**src/rtl/redux_pkg.sv**
```systemverilog
// rtl/redux_pkg.sv - shared types and default address map for the instruction fetch controller
// Contents: estado_t (fetch FSM states) and the default program base/end addresses.
package redux_pkg;

    typedef enum logic [1:0] {
        OCIOSO  = 2'd0,
        BUSCA   = 2'd1,
        ENTREGA = 2'd2,
        FIM     = 2'd3
    } estado_t;

    // Default program map: each end address is exclusive (never fetched).
    localparam logic [7:0] BASE_ALG1_PAD = 8'd0;
    localparam logic [7:0] FIM_ALG1_PAD  = 8'd40;
    localparam logic [7:0] BASE_ALG2_PAD = 8'd41;
    localparam logic [7:0] FIM_ALG2_PAD  = 8'd101;

    localparam int CONTADOR_W = 16;

endpackage

```
**src/rtl/contador_programa.sv**
```systemverilog
// rtl/contador_programa.sv - program counter with start load, increment, branch load and limit compare
// Ports:
//   clock, reset         rising-edge clock, asynchronous active-high reset
//   carregar             load pc with base and latch limite_novo as the limit
//   base, limite_novo    start address and exclusive end address for the load
//   avancar              accepted handshake: pc takes the next address
//   desvio_valido/alvo   branch request, only used when avancar is high
//   pc                   current fetch address
//   atinge_limite        the next address (branch or pc+1) equals the latched limit
module contador_programa
    import redux_pkg::*;
#(
    parameter logic [7:0] LIMITE_RESET = FIM_ALG1_PAD
) (
    input  logic       clock,
    input  logic       reset,
    input  logic       carregar,
    input  logic [7:0] base,
    input  logic [7:0] limite_novo,
    input  logic       avancar,
    input  logic       desvio_valido,
    input  logic [7:0] desvio_alvo,
    output logic [7:0] pc,
    output logic       atinge_limite
);

    logic [7:0] limite;
    logic [7:0] proximo;

    // Branch wins over the sequential step; the 8-bit add wraps FF -> 00.
    assign proximo = desvio_valido ? desvio_alvo : pc + 8'd1;

    // Only the advance path is compared, so a start load equal to the limit
    // never ends the program by itself.
    assign atinge_limite = (proximo == limite);

    always_ff @(posedge clock or posedge reset) begin
        if (reset) begin
            pc     <= 8'd0;
            limite <= LIMITE_RESET;
        end else if (carregar) begin
            pc     <= base;
            limite <= limite_novo;
        end else if (avancar) begin
            pc     <= proximo;
        end
    end

endmodule

```
**src/rtl/controle_busca.sv**
```systemverilog
// rtl/controle_busca.sv - instruction fetch controller: fetches a program window and hands words to a consumer
// Ports:
//   clock, reset          rising-edge clock, asynchronous active-high reset
//   iniciar, programa_sel start pulse and program select (taken only in OCIOSO or FIM)
//   instrucao_in          memory word for endereco (combinational memory)
//   pronto                consumer accepts instrucao_out this cycle
//   desvio_valido/alvo    branch taken and its target, used on an accepted handshake
//   endereco              fetch address to the instruction memory
//   instrucao_out         registered instruction word
//   instrucao_valida      instrucao_out holds an unconsumed instruction
//   ocupado, fim          busy (BUSCA/ENTREGA) and finished (FIM) flags
//   contador              accepted-handshake count, present only with BUSCA_CONTADOR_EN
module controle_busca
    import redux_pkg::*;
#(
    parameter logic [7:0] BASE_ALG1 = BASE_ALG1_PAD,
    parameter logic [7:0] FIM_ALG1  = FIM_ALG1_PAD,
    parameter logic [7:0] BASE_ALG2 = BASE_ALG2_PAD,
    parameter logic [7:0] FIM_ALG2  = FIM_ALG2_PAD
) (
    input  logic                  clock,
    input  logic                  reset,
    input  logic                  iniciar,
    input  logic                  programa_sel,
    input  logic [7:0]            instrucao_in,
    input  logic                  pronto,
    input  logic                  desvio_valido,
    input  logic [7:0]            desvio_alvo,
    output logic [7:0]            endereco,
    output logic [7:0]            instrucao_out,
    output logic                  instrucao_valida,
    output logic                  ocupado,
    output logic                  fim
`ifdef BUSCA_CONTADOR_EN
    ,
    output logic [CONTADOR_W-1:0] contador
`endif
);

    estado_t    estado, estado_prox;
    logic       aceita_inicio;
    logic       aceita_entrega;
    logic       atinge_limite;
    logic [7:0] base_sel;
    logic [7:0] limite_sel;

    assign aceita_inicio  = iniciar && (estado == OCIOSO || estado == FIM);
    assign aceita_entrega = (estado == ENTREGA) && pronto;
    assign base_sel       = programa_sel ? BASE_ALG2 : BASE_ALG1;
    assign limite_sel     = programa_sel ? FIM_ALG2  : FIM_ALG1;

    contador_programa #(
        .LIMITE_RESET (FIM_ALG1)
    ) u_pc (
        .clock         (clock),
        .reset         (reset),
        .carregar      (aceita_inicio),
        .base          (base_sel),
        .limite_novo   (limite_sel),
        .avancar       (aceita_entrega),
        .desvio_valido (desvio_valido),
        .desvio_alvo   (desvio_alvo),
        .pc            (endereco),
        .atinge_limite (atinge_limite)
    );

    always_ff @(posedge clock or posedge reset) begin
        if (reset) begin
            estado <= OCIOSO;
        end else begin
            estado <= estado_prox;
        end
    end

    always_comb begin
        estado_prox = estado;
        case (estado)
            OCIOSO:  if (aceita_inicio) estado_prox = BUSCA;
            BUSCA:   estado_prox = ENTREGA;
            ENTREGA: if (pronto) estado_prox = atinge_limite ? FIM : BUSCA;
            FIM:     if (aceita_inicio) estado_prox = BUSCA;
            default: estado_prox = OCIOSO;
        endcase
    end

    // The word is captured only in BUSCA, so it stays frozen while the
    // consumer stalls in ENTREGA.
    always_ff @(posedge clock or posedge reset) begin
        if (reset) begin
            instrucao_out <= 8'd0;
        end else if (estado == BUSCA) begin
            instrucao_out <= instrucao_in;
        end
    end

    // Valid is exactly "sitting in ENTREGA": it rises one cycle after the
    // fetch address is presented and falls the cycle after acceptance.
    assign instrucao_valida = (estado == ENTREGA);
    assign ocupado          = (estado == BUSCA) || (estado == ENTREGA);
    assign fim              = (estado == FIM);

`ifdef BUSCA_CONTADOR_EN
    always_ff @(posedge clock or posedge reset) begin
        if (reset) begin
            contador <= '0;
        end else if (aceita_inicio) begin
            contador <= '0;
        end else if (aceita_entrega && contador != {CONTADOR_W{1'b1}}) begin
            contador <= contador + 1'b1;
        end
    end
`endif

endmodule

```
**config.mk**
```make
export PLATFORM = sky130hd
export DESIGN_NAME = controle_busca
export DESIGN_NICKNAME = d
export VERILOG_FILES = /design/src/rtl/redux_pkg.sv /design/src/rtl/contador_programa.sv /design/src/rtl/controle_busca.sv
export SDC_FILE = /design/constraint.sdc
export NUM_CORES = 1
export LEC_CHECK = 0
export ABC_AREA = 1
export ABC_CLOCK_PERIOD_IN_PS = 1600
export CORE_MARGIN = 8
export CORE_UTILIZATION = 35
export CTS_BUF_LIST = sky130_fd_sc_hd__clkbuf_16
export DETAILED_ROUTE_END_ITERATION = 7
export PLACE_DENSITY_LB_ADDON = 0.05
export SYNTH_ARGS = -nofsm -noshare
export SYNTH_HDL_FRONTEND = slang
export SYNTH_SLANG_ARGS = --single-unit
export TNS_END_PERCENT = 5
```
**constraint.sdc**
```tcl
create_clock -name clock -period 1.6 [get_ports clock]
set_clock_uncertainty 0.1 [all_clocks]
set_input_delay 0.16 -clock clock [delete_from_list [all_inputs] [get_ports clock]]
set_output_delay 0.16 -clock clock [all_outputs]
set_load 0.01 [all_outputs]
```
==> results of run 1 <==
[layer usage]
layer / global-route usage [%] / part of all wire, %
met1: 16.5 / 42
met2: 21.5 / 51
met3: 2.83 / 6.6
met4: 3.26 / 0.81
met5: 0 / 0
[state kept, by name, indices dropped and copies added (netlist names)]
signal / cells
estado: 2
instrucao_out: 8
u_pc.limite: 2
u_pc.pc: 8
[per-stage QoR]
| stage | setup slack, ns | cells | util (%) |
|---|---|---|---|
| floorplan | 0.00467 | 145 | - |
| global placement | -0.181 | 241 | 52.7 |
| detailed placement | -0.206 | 241 | 52.7 |
| CTS | -0.0310 | 245 | 55.8 |
| global route | -0.170 | 245 | 57.0 |
| finish | -0.0534 | 245 | 57.0 |
[kinds of logic after synthesis]
kind of cell	share of synthesized area, %
and+or+nand+nor	27.9
AOI/OAI and AO/OA	10.6
DFF	41.9
adders and majority gates	4.18
muxes	7.52
buffers and inverters	7.93
[area by class of cell]
cell class                 count  share of cell area (%)
inverter                      20                    4.24
sequential                    20                    26.8
timing repair buffer          52                    26.5
clock buffer                   3                    3.98
clock inverter                 1                    1.59
multi-input combinational    103                    33.8
tap                           46                    3.05
[cell usage after synthesis]
cell type and instances:
a21oi_1 1, a21oi_2 1, buf_6 1, clkbuf_1 1, clkinv_4 1, dfrtp_1 19
dfstp_2 1, ha_1 4, inv_1 17, inv_2 2, mux2_2 8, nand2_1 31
nand2_2 4, nand3_1 13, nand3_2 2, nand3b_1 1, nand4_1 1, nor2_1 12
nor2_2 2, nor2_4 1, o211ai_1 1, o21a_1 1, o21ai_0 5, o21ai_1 4
o21ai_2 2, o221ai_1 2, o22ai_1 3, or2_1 4
[power by group through the flow]
stage | clock, uW | combinational (uW) | sequential (uW)
after floorplan | 0 | 838 | 1070
after global placement | 0 | 1890 | 972
after detailed placement | 0 | 1920 | 990
after CTS | 716 | 1890 | 983
after global routing | 731 | 2120 | 1040
final | 701 | 1930 | 996
[worst reg2reg max path: stages (launching register included)]
cell and delay [ns]:
dfrtp_2 0.42, ha_4 0.23, or2_1 0.23, o21ai_2 0.08, nand2_1 0.06, nor2_1 0.08, nand3_1 0.07, nor2_1 0.11
nand2_1 0.07, a21oi_2 0.12
[path summary, 6_finish.rpt]
kind | startpoint | endpoint | slack [ns] | depth (start not counted)
min | reset | u_pc.pc[1] | 0.01 | 2
min reg2reg | instrucao_out[0] | instrucao_out[0] | 0.41 | 1
max in group asynchronous | reset | u_pc.limite[3] | 0.91 | 3
min in group clock | instrucao_out[0] | instrucao_out[0] | 0.41 | 1
max | u_pc.pc[0] | estado[1] | -0.05 | 9
max reg2reg | u_pc.pc[0] | estado[1] | -0.05 | 9
[repair_timing]
| item | 4_1_cts | 5_1_grt |
|---|---|---|
| setup endpoints to repair | 7 | 12 |
| pin swaps | 0 | 5 |
| gates resized for setup | 5 | 11 |
| buffers inserted | 0 | 0 |
==> summary.txt, run 1 <==
Worst setup EP type = register
Final Max Slew Viols = 0
DIE WIDTH = 74.5 um
Core area = 0.00331 mm^2
Critical path data required time = 1.69 ns
Part of the cycle the worst path needs = 103%
Post-synthesis cell area = 0.00120 mm^2
Port buffer count = 40
Hold buffer count at cts = 0
Syn. warnings = 0
H-tree depth = 1
Cell Chain, Critical Path = ha_4 -> or2_1 -> o21ai_2 -> nand2_1 -> nor2_1 -> nand3_1 -> nor2_1 -> nand2_1 -> a21oi_2
Sequential cell area = 505 um^2
Commonest non-fill, non-tap cell in the layout = clkdlybuf4s50_1
Most frequent cells in the layout = clkdlybuf4s50_1, nand2_1, inv_1, dfrtp_1, nand3_1
Combinational Power Share = 53.2%
CTS tree = built
Post-DP HPWL = 2.78 mm
Max_cap viols = 0
Slew margin rel. = 80.3%
Post-synth top area cell = dfrtp_1
Vias in the first global route = 1,232
FF+latch count, synth = 20
Clk Latency, worst-skew pair = 0.26 ns
Final setup TNS = -0.0534 ns
Delay-heaviest family, CP = simple AND/OR/NAND/NOR gates
Wire per inst = 14.1 um
Pint = 2310 uW
Post-Syn Nets = 171
CP max-delay cell = dfrtp_2
Routability cong. = 0.824
Synth cell types = 28
Area delta synth->final = 57.4%
Leak = 0.000869 uW
Sw Share = 36.3%
Share of the synthesized area in the top cell type = 39.7%
Hold Vio Cnt, Final = 0
Final Critical Period = 1.65 ns
Crit Path Class = reg2reg
Net load switching power = 1320 uW
Area occupied by multi-input gates = 638 um^2
# setup viols final = 1
Die height = 74.5 um
Tot Pwr = 3620 uW
Final ANT Viol Nets = 0
Worst EP arrival = 1.74 ns
Unrepaired setup endpoints after global routing = yes
Sinks on Clock Net = 20
Top-Level Pins = 41
Final nets = 226
Failing checks = setup timing
FMAX = 605 MHz
DRC errors left = 0
Clock network fraction of total power = 19.4%
Flop pwr share = 27.5%
# fillers = 322
# rows = 21
Die area = 0.00555 mm^2
Grt ovf = 0
Crit-path max FO = 2
Worst hold slack = 0.0105 ns
Worst Path Buf+Inv = 0
VDD IR max = 722 uV
Final Cell Area = 0.00189 mm^2
Status = finished with violations
Initial antenna violation count = 0
First DRT Iteration DRCs = 61
PD cells = 1920 mW/mm^2
Area after DPL = 0.00175 mm^2
Type of the most critical hold path = in2async
WL final = 3.46 mm
Vias/cell = 4.87
Tot GR Track Use = 13.0%
Worst-path clk slew = 0.06 ns
TritonRoute pass-1 iters = 4
Largest net degree at the start of global routing = 13
Startpoint Class = register
Worst Max-Slew Pin Slew = 0.295 ns
CTS Buf Count = 3
Initial Utilization = 36.2%
Clock root buffer = clkbuf_16
Seq/Total Area, Yosys = 41.9%
Post-Syn Area per Cell = 8.27 um^2
N_diodes = 0
Critical Path Max Stage Delay = 0.42 ns
CTS Buffer Depth = 2
First-pass GRT wire length = 5.66 mm
Cells after Synth = 145
DR vias = 1,192
Synth area leaders = dfrtp_1, nand2_1, mux2_2
Fraction of layout cells with a size suffix above 1 = 25.6%
Final worst slack = -0.0534 ns
No activity file was read; power rests on OpenSTA's default activity.
==> inputs of run 2 (changes only) <==
Settings changed: ABC_AREA 1 to not set, SLEW_MARGIN set to 20.
==> summary.txt, run 2 <==
DRC errors left = 0 (unchanged)
Sinks on Clock Net = 20 (unchanged)
Worst Max-Slew Pin Slew = 0.311 ns (+0.0167 ns)
WL final = 3.83 mm (+11%)
FF+latch count, synth = 20 (unchanged)
Wire per inst = 15.1 um (+7.1%)
Die area = 0.00550 mm^2 (-0.90%)
CTS Buf Count = 3 (unchanged)
Failing checks = setup timing
Core area = 0.00328 mm^2 (-0.79%)
Final Max Slew Viols = 0 (unchanged)
Worst Path Buf+Inv = 0 (unchanged)
Port buffer count = 40 (unchanged)
PD cells = 1830 mW/mm^2 (-4.4%)
Initial antenna violation count = 0 (unchanged)
Final Critical Period = 1.97 ns (+0.313 ns)
Dpl ws = -0.532 ns (-0.325 ns)
Synth area leaders = dfrtp_1, mux2_2, o21ai_0
Die height = 74.2 um (-0.45%)
Post-Syn Nets = 153 (-11%)
Crit-path max FO = 4 (+2)
Post-synth top area cell = dfrtp_1
Async S/R FF share, synth = 100% (unchanged)
Max_cap viols = 0 (unchanged)
Post-Syn Area per Cell = 9.33 um^2 (+13%)
Startpoint Class = register
Crit Path Class = reg2reg
Leak = 0.000940 uW (+8.1%)
Most frequent cells in the layout = buf_4, clkdlybuf4s50_1, dfrtp_1
Worst-path clk slew = 0.06 ns (about the same)
FMAX = 509 MHz (-16%)
Syn. warnings = 0 (unchanged)
Hold Vio Cnt, Final = 0 (unchanged)
Most frequent cell after synthesis = dfrtp_1
# fillers = 304 (-5.6%)
Final ANT Viol Nets = 0 (unchanged)
CP max-delay cell = or4b_4
First-pass GRT wire length = 6.30 mm (+11%)
Worst EP arrival = 2.03 ns (+0.29 ns)
# rows = 21 (unchanged)
Delay-heaviest family, CP = simple AND/OR/NAND/NOR gates
Final Core Density = 65.1% (+8.1 points)
Largest net degree at the start of global routing = 15 (+2)
Part of the cycle the worst path needs = 123% (+20 points)
Tot GR Track Use = 15.0% (+2.0 points)
Final worst slack = -0.366 ns (-0.313 ns)
Vias/cell = 4.94 (+1.6%)
Post-DP HPWL = 3.01 mm (+8.2%)
Critical path data required time = 1.66 ns (-0.03 ns)
Commonest non-fill, non-tap cell in the layout = buf_4
Cells after Synth = 127 (-12%)
CTS tree = built
Hold buffer count at cts = 0 (unchanged)
Post-synth top flop = dfrtp_1
First DRT Iteration DRCs = 68 (+11%)
Top-Level Pins = 41 (unchanged)
Fraction of layout cells with a size suffix above 1 = 36.2% (+11 points)
Cell Chain, Critical Path = ha_4 -> xor2_2 -> mux2i_1 -> a31oi_1 -> or4b_4 -> o31ai_2
EDFF count, synth = 0 (unchanged)
Share of the synthesized area in the top cell type = 40.1% (+0.46 points)
# setup viols final = 2 (+1)
Critical Path Max Stage Delay = 0.52 ns (+0.10 ns)
VDD IR max = 949 uV (+32%)
Unrepaired setup endpoints after global routing = yes
N_diodes = 0 (unchanged)
Worst setup EP type = register
Slew margin rel. = 79.0% (-1.3 points)
Initial Utilization = 36.1% (-0.13 points)
Clk Latency, worst-skew pair = 0.26 ns (about the same)
DR vias = 1,251 (+4.9%)
Post-synthesis cell area = 0.00118 mm^2 (-1.1%)
Top cells by count, synth = dfrtp_1, nand2_1, o21ai_0
Synth cell types = 36 (+29%)
Clock root buffer = clkbuf_16
Biggest regs = instrucao_out: 8 flops, u_pc.pc: 8 flops
Vias in the first global route = 1,336 (+8.4%)
Grt ovf = 0 (unchanged)
Routability cong. = 0.898 (+9.0%)
Area delta synth->final = 80.5%
Status = finished with violations
H-tree depth = 1 (unchanged)
TritonRoute pass-1 iters = 4 (unchanged)
Final nets = 234 (+3.5%)
DIE WIDTH = 74.2 um (-0.45%)
CTS Buffer Depth = 2 (unchanged)
Type of the most critical hold path = in2async
Seq/Total Area, Yosys = 42.3% (+0.49 points)
## run 2: changes by cell type after synthesis, sizes merged, moves of 5 or more
cell   delta
a21oi     +5
inv      -13
nand2    -21
nand3     -8
nor2     -10
## run 2: per-layer routing
layer / wire [um] / GRT usage [%] / share of wire (%) / vias up
li1: - / - / - / 611
met1: 1660 / 18.5 / 43 / 591
met2: 1860 / 24.6 / 48 / 44
met3: 275 / 3.37 / 7.2 / 5
met4: 40 / 5.54 / 1.0 / 0
met5: 0 / 0 / 0 / -
## run 2: logic make-up (layout without fill, tap and decap cells)
kind of cell	Yosys count	in the layout	share of synthesized area, %
compound gates	31	31	15.5
flops	20	20	42.3
mux	13	13	11.9
buf+inv	13	93	4.22
xor+xnor	6	6	4.44
fa+ha+maj	4	4	4.22
simple gates	40	40	17.3
## run 2: stage by stage
stage                     cell area (um^2)  instances  hold WS [ns]  TNS (ns)  total power (uW)
final                                 2140        253        0.0261    -0.382              3920
after global routing                  2140        253        0.0807    -0.647              4180
after CTS                             2070        251        0.0387    -0.400              3880
after detailed placement              1940        246         0.314     -1.21              3150
after global placement                1940        246         0.318     -1.12              3110
after floorplan                       1210        127        0.0229    -0.315              1930
## run 2: final timing paths
path	start	end	slack (ns)	cells after the start
min in group clock	programa_sel	u_pc.limite[3]	0.41	2
max	u_pc.pc[0]	estado[1]	-0.37	6
min reg2reg	instrucao_out[2]	instrucao_out[2]	0.41	1
min	reset	u_pc.pc[2]	0.03	2
max in group asynchronous	reset	instrucao_out[6]	0.90	3
max reg2reg	u_pc.pc[0]	estado[1]	-0.37	6
## run 2: power by group
part	leakage (uW)	internal, uW	switching [uW]
Combinational	0.000647	1310	974
Clock	0.0000511	497	199
Sequential	0.000242	765	183
## run 2: area by class of cell
class	instances	area [um^2]	share of cell area (%)
Tap cell	46	57.6	2.69
Multi-Input combinational cell	94	714	33.4
Clock buffer	3	75.1	3.51
Inverter	7	26.3	1.23
Sequential cell	20	504	23.6
Timing Repair Buffer	82	731	34.2
Clock inverter	1	30.0	1.40
## run 2: timing repair
action,4_1_cts,5_1_grt
buffers inserted,1,2
endpoints found under the hold margin,0,0
cloned,0,0
pin swaps,3,4
resized for setup,11,19
setup endpoints to repair,12,9
==> inputs of run 3 (changes only) <==
Settings changed: CORE_ASPECT_RATIO set to 1.75, SYNTH_HIERARCHICAL set to 1.
==> summary.txt, run 3 <==
First-pass GRT wire length = 8.39 mm (+33%)
Initial Utilization = 36.3% (+0.23 points)
Tot GR Track Use = 14.8% (-0.18 points)
Post-Syn Area per Cell = 9.74 um^2 (+4.4%)
Clk Latency, worst-skew pair = 0.26 ns (about the same)
Routability cong. = 0.899 (+0.16%)
DR vias = 1,594 (+27%)
N_diodes = 0 (unchanged)
Area delta synth->final = 57.1%
Startpoint Class = register
Worst setup EP type = register
Port buffer count = 40 (unchanged)
Unrepaired setup endpoints after global routing = yes
Top cells by count, synth = dfrtp_1, nand2_1, o21ai_1
Wire per inst = 16.4 um (+8.6%)
Crit Path Class = reg2reg
Share of the synthesized area in the top cell type = 35.5% (-4.7 points)
Core area = 0.00467 mm^2 (+42%)
H-tree depth = 1 (unchanged)
Vias/cell = 5.06 (+2.3%)
Final ANT Viol Nets = 0 (unchanged)
Cell Chain, Critical Path = ha_4 -> nand3_4 -> or4_4 -> a31o_2 -> o211ai_1 -> nor4_2 -> mux2i_1 -> mux2i_1
CTS Buffer Depth = 2 (unchanged)
Cells after Synth = 174 (+37%)
Max_cap viols = 0 (unchanged)
Fraction of layout cells with a size suffix above 1 = 33.1% (-3.2 points)
Leak = 0.00122 uW (+30%)
Final Critical Period = 1.99 ns (+0.0259 ns)
Grt ovf = 0 (unchanged)
Hold Vio Cnt, Final = 0 (unchanged)
Status = finished with violations
Synth cell types = 50 (+39%)
Synth area leaders = dfrtp_1, mux2_4, nand2_1
Initial antenna violation count = 0 (unchanged)
Syn. warnings = 6 (+6)
Die height = 108 um (+46%)
Async S/R FF share, synth = 100% (unchanged)
Final setup TNS = -0.488 ns (-0.105 ns)
DIE WIDTH = 68.6 um (-7.5%)
Most frequent CP cell = mux2i_1
# rows = 33 (+57%)
CTS Buf Count = 3 (unchanged)
Final nets = 291 (+24%)
Type of the most critical hold path = in2async
Most frequent cells in the layout = buf_4, clkdlybuf4s50_1, dfrtp_1
Biggest regs = instrucao_out: 8 flops, u_pc/limite: 8 flops, u_pc/pc: 8 flops
Delay-heaviest family, CP = simple AND/OR/NAND/NOR gates
Clock root buffer = clkbuf_16
Final Max Slew Viols = 0 (unchanged)
# setup viols final = 3 (+1)
Worst Path Buf+Inv = 0 (unchanged)
Post-synth top area cell = dfrtp_1
CTS tree = built
WL final = 5.18 mm (+35%)
Commonest non-fill, non-tap cell in the layout = buf_4
Worst-path clk slew = 0.07 ns (about the same)
Dpl ws = -0.461 ns (+0.0708 ns)
PD cells = 1890 mW/mm^2 (+3.1%)
Worst EP arrival = 2.04 ns (about the same)
FF+latch count, synth = 26 (+30%)
DRC errors left = 0 (unchanged)
EDFF count, synth = 0 (unchanged)
Most frequent cell after synthesis = dfrtp_1
Largest net degree at the start of global routing = 18 (+3)
VDD IR max = 1120 uV (+18%)
Sinks on Clock Net = 26 (+30%)
Part of the cycle the worst path needs = 125% (+1.6 points)
TritonRoute pass-1 iters = 6 (+2)
Vias in the first global route = 1,812 (+36%)
Top-Level Pins = 41 (unchanged)
# fillers = 426 (+40%)
Die area = 0.00741 mm^2 (+35%)
Post-synthesis cell area = 0.00169 mm^2 (+43%)
Crit-path max FO = 4 (unchanged)
Critical Path Max Stage Delay = 0.53 ns (about the same)
Seq/Total Area, Yosys = 38.6% (-3.8 points)
First DRT Iteration DRCs = 42 (-38%)
Failing checks = setup timing
CP max-delay cell = or4_4
Post-DP HPWL = 4.10 mm (+36%)
Critical path data required time = 1.64 ns (-0.02 ns)
Post-synth top flop = dfrtp_1
Final worst slack = -0.392 ns (-0.0259 ns)
FMAX = 502 MHz (-1.3%)
run 3: final cells by class:
cell class / count / area, um^2 / area share (%)
Clock inverter: 1 / 3.75 / 0.141
Inverter: 8 / 30.0 / 1.13
Timing Repair Buffer: 88 / 798 / 30.0
Tap cell: 52 / 65.1 / 2.44
Multi-Input combinational cell: 137 / 1030 / 38.8
Clock buffer: 3 / 75.1 / 2.82
Sequential cell: 26 / 657 / 24.7
run 3: worst reg2reg max path, stage by stage, from the launching register on:
cell	delay (ns)
dfrtp_2	0.41
ha_4	0.18
nand3_4	0.08
or4_4	0.53
a31o_2	0.22
o211ai_1	0.10
nor4_2	0.06
mux2i_1	0.14
mux2i_1	0.08
run 3: worst paths after layout:
kind,from,end,slack (ns),cells after the start
worst min-delay path,reset,instrucao_out[2],0.10,2
worst max-delay path,u_pc/pc[0],estado[1],-0.39,8
worst min register to register,instrucao_out[2],instrucao_out[2],0.41,1
min in group clock,instrucao_out[2],instrucao_out[2],0.41,1
worst max register to register,u_pc/pc[0],estado[1],-0.39,8
max in group asynchronous,reset,u_pc/limite[3],1.00,3
run 3: what timing repair did:
item / 4_1_cts / 5_1_grt
resized for setup: 9 / 14
setup buffers: 2 / 0
endpoints found under the setup margin: 11 / 22
pin swaps: 4 / 0
hold buffers: 0 / 0
run 3: routing by layer:
metal	track usage [%]	vias up	wire [um]
li1	-	786	-
met1	13.9	746	1810
met2	28.3	47	2920
met3	2.28	15	267
met4	7.66	0	174
met5	0	-	0
run 3: logic make-up after synthesis:
group,after synthesis,synth area share (%)
buffers and inverters,18,4.58
adders and majority gates,5,3.69
AOI/OAI and AO/OA,40,15.7
and+or+nand+nor,51,16.1
xor gates and xnor gates,12,6.20
DFF,26,38.6
muxes,20,14.7
other,2,0.443
run 3: power by group:
group / switching, uW / internal (uW)
Combinational: 1310 / 1830
Clock: 233 / 335
Sequential: 308 / 1020
Total: 1850 / 3190
run 3: per-stage QoR:
stage | utilization (%) | total power (uW) | cells | hold WS, ns | area [um^2]
detailed placement | 54.5 | 4490 | 309 | 0.391 | 2540
global placement | 54.5 | 4410 | 309 | 0.390 | 2540
floorplan | - | 2930 | 181 | -0.0998 | 1740
global route | 57.0 | 5420 | 315 | 0.161 | 2660
CTS | 56.4 | 5080 | 315 | 0.109 | 2630
finish | 57.0 | 5030 | 315 | 0.102 | 2660
